--- src/rtl/alu_result_sink.sv ---
// Result sink behind the signed add/multiply ALU: optional clamp, DEPTH-entry FIFO, drop counter.
// Define ALU_SINK_STATS_EN to enable the ov_cnt/uv_cnt statistics counters (tied to 0 otherwise).
module alu_result_sink #(
  parameter int N     = 16,
  parameter int DEPTH = 4,
  parameter int CNT_W = 8
) (
  input  logic                       clk,
  input  logic                       rst_n,
  input  logic                       in_valid,
  input  logic [N-1:0]               in_result,
  input  logic                       in_ov,
  input  logic                       in_uv,
  input  logic                       sat_en,
  output logic                       out_valid,
  input  logic                       out_ready,
  output logic [N-1:0]               out_data,
  output logic                       out_ov,
  output logic                       out_uv,
  output logic [$clog2(DEPTH):0]     level,
  output logic [CNT_W-1:0]           drop_cnt,
  input  logic                       stat_clr,
  output logic [CNT_W-1:0]           ov_cnt,
  output logic [CNT_W-1:0]           uv_cnt
);

  localparam int AW = $clog2(DEPTH);
  localparam int LW = AW + 1;
  localparam logic [N-1:0]     POS_FS = {1'b0, {(N-1){1'b1}}};
  localparam logic [N-1:0]     NEG_FS = {1'b1, {(N-1){1'b0}}};
  localparam logic [CNT_W-1:0] CNT_MAX = '1;

  // Entry layout: {ov, uv, data}; flags are the ALU's original flags, not post-clamp.
  logic [N+1:0]    mem_reg [DEPTH];
  logic [AW-1:0]   wr_ptr_reg, rd_ptr_reg;
  logic [LW-1:0]   level_reg, level_next;
  logic [CNT_W-1:0] drop_cnt_reg;

  logic          full;
  logic          push;
  logic          pop;
  logic          drop;
  logic [N-1:0]  clamp_data;
  logic [N+1:0]  head;

  assign full = (level_reg == LW'(DEPTH));
  assign pop  = out_valid & out_ready;
  assign push = in_valid & (~full | pop);
  assign drop = in_valid & full & ~pop;

  always_comb begin
    clamp_data = in_result;
    if (sat_en && in_ov) begin
      clamp_data = POS_FS;
    end else if (sat_en && in_uv) begin
      clamp_data = NEG_FS;
    end
  end

  genvar gi;
  generate
    for (gi = 0; gi < DEPTH; gi++) begin : g_entry
      always_ff @(posedge clk) begin
        if (rst_n && push && (wr_ptr_reg == AW'(gi))) begin
          mem_reg[gi] <= {in_ov, in_uv, clamp_data};
        end
      end
    end
  endgenerate

  assign level_next = level_reg + LW'(push) - LW'(pop);

  // Pointers wrap naturally because DEPTH is a power of two.
  always_ff @(posedge clk) begin
    if (!rst_n) begin
      wr_ptr_reg <= '0;
      rd_ptr_reg <= '0;
      level_reg  <= '0;
    end else begin
      if (push) wr_ptr_reg <= wr_ptr_reg + 1'b1;
      if (pop)  rd_ptr_reg <= rd_ptr_reg + 1'b1;
      level_reg <= level_next;
    end
  end

  always_ff @(posedge clk) begin
    if (!rst_n || stat_clr) begin
      drop_cnt_reg <= '0;
    end else if (drop && (drop_cnt_reg != CNT_MAX)) begin
      drop_cnt_reg <= drop_cnt_reg + 1'b1;
    end
  end

`ifdef ALU_SINK_STATS_EN
  logic [CNT_W-1:0] ov_cnt_reg, uv_cnt_reg;

  always_ff @(posedge clk) begin
    if (!rst_n || stat_clr) begin
      ov_cnt_reg <= '0;
      uv_cnt_reg <= '0;
    end else begin
      if (push && in_ov && (ov_cnt_reg != CNT_MAX)) ov_cnt_reg <= ov_cnt_reg + 1'b1;
      if (push && in_uv && (uv_cnt_reg != CNT_MAX)) uv_cnt_reg <= uv_cnt_reg + 1'b1;
    end
  end

  assign ov_cnt = ov_cnt_reg;
  assign uv_cnt = uv_cnt_reg;
`else
  assign ov_cnt = '0;
  assign uv_cnt = '0;
`endif

  // Head outputs are forced to zero when empty so stale entries never leak out.
  assign head      = mem_reg[rd_ptr_reg];
  assign out_valid = (level_reg != '0);
  assign out_data  = out_valid ? head[N-1:0] : '0;
  assign out_uv    = out_valid & head[N];
  assign out_ov    = out_valid & head[N+1];
  assign level     = level_reg;
  assign drop_cnt  = drop_cnt_reg;

endmodule

--- config.mk ---
export PLATFORM = sky130hd
export DESIGN_NAME = alu_result_sink
export DESIGN_NICKNAME = d
export VERILOG_FILES = /design/src/rtl/alu_result_sink.sv
export SDC_FILE = /design/constraint.sdc
export NUM_CORES = 1
export LEC_CHECK = 0
export BUFFER_PORTS_ARGS = -buffer_cell sky130_fd_sc_hd__buf_2
export CAP_MARGIN = 10
export CELL_PAD_IN_SITES_DETAIL_PLACEMENT = 1
export CELL_PAD_IN_SITES_GLOBAL_PLACEMENT = 2
export CORE_ASPECT_RATIO = 0.9
export CORE_MARGIN = 4
export CORE_UTILIZATION = 42
export DETAILED_ROUTE_END_ITERATION = 8
export GPL_TIMING_DRIVEN = 0
export PLACE_DENSITY = 0.94
export RECOVER_POWER = 100
export SLEW_MARGIN = 20
export SYNTH_ARGS = -nofsm -noshare
export SYNTH_HDL_FRONTEND = slang
export SYNTH_SLANG_ARGS = --single-unit
--- constraint.sdc ---
create_clock -name clk -period 4.6 [get_ports clk]
set_clock_uncertainty 0.1 [all_clocks]
set_input_delay 0.69 -clock clk [delete_from_list [all_inputs] [get_ports clk]]
set_output_delay 0.69 -clock clk [all_outputs]
set_load 0.005 [all_outputs]
==> results.tsv <==
stage	metric	value	unit
run_status	outcome	finished clean	
synth	synth_cells	242	
pwr	leakagePower	1.69	nW
global_route	grt_pass1_wl	12600	µm
clock_network	insertion_delay	0.34	ns
cells_and_area	drive_gt1_share	28.6	%
pwr	ir_worst_vdd	0.175	mV
cells_and_area	diodes	0	
clock_network	cts_max_level	3	
pwr	powerDensity	455	nW/µm²
global_route	first_global_vias	2404	
clock_network	clkTransAtPathRegs	0.09	ns
synth	syn_area_per_cell	15.9	µm²
timing	fmax	302	MHz
synth	ys_types	36	
critical_path	rrSetupSlack	1.33	ns
cells_and_area	layout_common_cells	edfxtp_1, buf_2, clkbuf_1	
drt	drt_pre_antenna_iters	4	
timing	fin_tns_setup	0	ns
critical_path	worstSetupPathDepth	13	
critical_path	endpoint	level[2]$_SDFF_PN0_	
critical_path	endpoint_kind	flop	
cells_and_area	finish.utilization	51.4	%
floorplan	design.portCount	70	
drt	wl_per_cell	17.6	µm
floorplan	dieArea	10800	µm²
global_route	track_usage	15.8	%
critical_path	reg2regPathDepth	12	
place	numPortBuffers	53	
critical_path	cp_common_cell	inv_1	
critical_path	cp_data_required_time	4.74	ns
global_route	globalRouteOverflowTotal	0	
cells_and_area	syn2layout_area_growth	16.8	%
synth	synth_area	3840	µm²
critical_path	crit_chain	clkbuf_1, nor4b_1, and2b_2, clkbuf_1, inv_1, ha_1, inv_1, ha_1, inv_1, fa_1, xnor2_1, xnor2_1, and2_0	
clock_network	cts-root-buf	clkbuf_8	
timing	rsz0062_at_grt	false	
critical_path	criticalPathCategory	input pin to flop	
worst_hold_path	holdPathStages	2	
place	place_ws	1.35	ns
global_route	use_met2	26.6	%
clock_network	clock-sinks	89	
worst_hold_path	hp-class	flop to flop	
critical_path	critPathMaxFanout	7	
cells_and_area	fillCellCount	916	
timing	period_share	71.9	%
synth	synthArstFlopShare	0	%
timing	slew_viol_final	0	
floorplan	rows	32	
critical_path	critical-path-top-delay-family	simple AND/OR/NAND/NOR gates	
run	max_cap_violations	0	
clock_network	cts_setup_buffers	0	
clock_network	tritoncts	yes	
timing	max-slew-margin-rel	33.4	%
global_route	top_usage_layer	met2	
place	dpl.hpwl	5360	µm
timing	fin_ws	1.29	ns
drt	drt_iter0_markers	60	
global_route	antenna_found_initial	0	
clock_network	cts_buffer_depth	2	
global_route	grt_max_degree	19	
floorplan	start_util	44.1	%
synth	synth.yosys.seq_area_share	65.1	%
floorplan	die_w	109	µm
critical_path	worstReg2RegStart	level[1]$_SDFF_PN0_	
global_route	use_met1	20.2	%
clock_network	numCtsBuffers	9	
drt	vias_per_cell	4.92	
critical_path	cp-start-kind	input pin	
critical_path	path_buf_inv	5	
clock_network	cts_hold_buf	0	
timing	setup_viol	0	
critical_path	startpoint	out_ready	
drt	ant_nets	0	
synth	synthFlopType	edfxtp_1	
cells_and_area	mostFrequentLayoutCell	edfxtp_1	
timing	period_needed	3.31	ns
critical_path	r2r_end	level[2]$_SDFF_PN0_	
cells_and_area	nets	353	
clock_network	cts_resized	0	
place	gp_congestion	0.723	
critical_path	crit_path_top_delay_cell	nor4b_1	
cells_and_area	largest_reg_flops	72	
drt	finalWirelength	7820	µm
synth	ys_seq_elements	89	
timing	tightest_slew	0.985	ns
drt	drc	0	
critical_path	critical-path-max-stage-delay	0.85	ns
global_route	grt.met3_usage	3.86	%
timing	hold_violations	0	
critical_path	crit_arrival	3.45	ns
drt	num_vias	2186	
floorplan	die_y	98.8	µm
synth	synth_edf_count	72	
floorplan	core-area	8730	µm²
synth	ys_warn_count	0	
layout make-up:
| cell class | instances | area (µm²) | share of cell area, % |
|---|---|---|---|
| buffer | 28 | 170 | 3.79 |
| clock buffer | 9 | 124 | 2.76 |
| sequential | 89 | 2500 | 55.7 |
| timing repair buffer | 53 | 249 | 5.54 |
| clock inverter | 6 | 83.8 | 1.87 |
| multi-input combinational | 134 | 1190 | 26.5 |
| inverter | 6 | 22.5 | 0.502 |
| tap | 119 | 149 | 3.32 |
synthesized netlist by cell type (3+ instances only):
| cell type | n | area [µm²] |
|---|---|---|
| a21o_1 | 15 | 113 |
| a21oi_1 | 3 | 15.0 |
| and2_1 | 24 | 150 |
| and3_1 | 5 | 31.3 |
| buf_4 | 17 | 128 |
| clkbuf_1 | 7 | 26.3 |
| dfxtp_1 | 17 | 340 |
| edfxtp_1 | 72 | 2160 |
| ha_1 | 7 | 87.6 |
| inv_1 | 6 | 22.5 |
| mux2i_1 | 3 | 30.0 |
| mux4_2 | 18 | 405 |
| nand3_1 | 3 | 15.0 |
| nand4_1 | 3 | 18.8 |
| nor2_1 | 6 | 22.5 |
| nor2b_1 | 4 | 25.0 |
| xnor2_1 | 5 | 43.8 |
| xor2_1 | 3 | 26.3 |
kinds of logic (layout without fill, tap and decap cells):
group	Yosys count	in the layout	share of synthesized area, %
muxes	21	21	11.3
buffers and inverters	34	102	5.04
xor gates and xnor gates	8	8	1.82
AOI/OAI and AO/OA	25	25	4.69
other	1	16	0.0975
DFF	89	89	65.1
adders and majority gates	8	8	2.80
and+or+nand+nor	56	56	9.14
per-stage QoR:
stage	instances	hold slack (ns)	cell area, µm²	power (mW)
2_1_floorplan	257	0.393	3900	1.32
3_3_place_gp	429	0.397	4320	1.50
5_1_grt	444	0.478	4490	2.16
4_1_cts	444	0.445	4520	2.09
6_report	444	0.432	4490	2.04
3_5_place_dp	429	0.437	4320	1.52
power by group:
| group | internal [mW] | total, mW | switching, mW |
|---|---|---|---|
| sequential | 0.929 | 0.954 | 0.0250 |
| clock | 0.300 | 0.567 | 0.267 |
| combinational | 0.263 | 0.522 | 0.260 |
layer usage:
layer	share of wire (%)	vias to the layer above
met5	0	-
met4	1.0	0
met3	5.2	6
met2	51	63
met1	42	1090
li1	-	1027
worst min path at each step:
stage          slack, ns                startpoint                       end
2_1_floorplan       0.39  drop_cnt[6]$_SDFFE_PP0P_  drop_cnt[6]$_SDFFE_PP0P_
3_3_place_gp        0.40  drop_cnt[6]$_SDFFE_PP0P_  drop_cnt[6]$_SDFFE_PP0P_
3_5_place_dp        0.44  drop_cnt[6]$_SDFFE_PP0P_  drop_cnt[6]$_SDFFE_PP0P_
4_1_cts             0.44  drop_cnt[6]$_SDFFE_PP0P_  drop_cnt[6]$_SDFFE_PP0P_
5_1_grt             0.48  drop_cnt[6]$_SDFFE_PP0P_  drop_cnt[6]$_SDFFE_PP0P_
6_report            0.43  drop_cnt[6]$_SDFFE_PP0P_  drop_cnt[6]$_SDFFE_PP0P_
worst min-delay path, delay by kind of cell (launching register included):
family / cells / cell delay [ns]
flip-flops: 1 / 0.34
AO/OA/AOI/OAI: 1 / 0.07
buffers and inverters: 1 / 0.07
No activity file was read; power rests on OpenSTA's default activity.
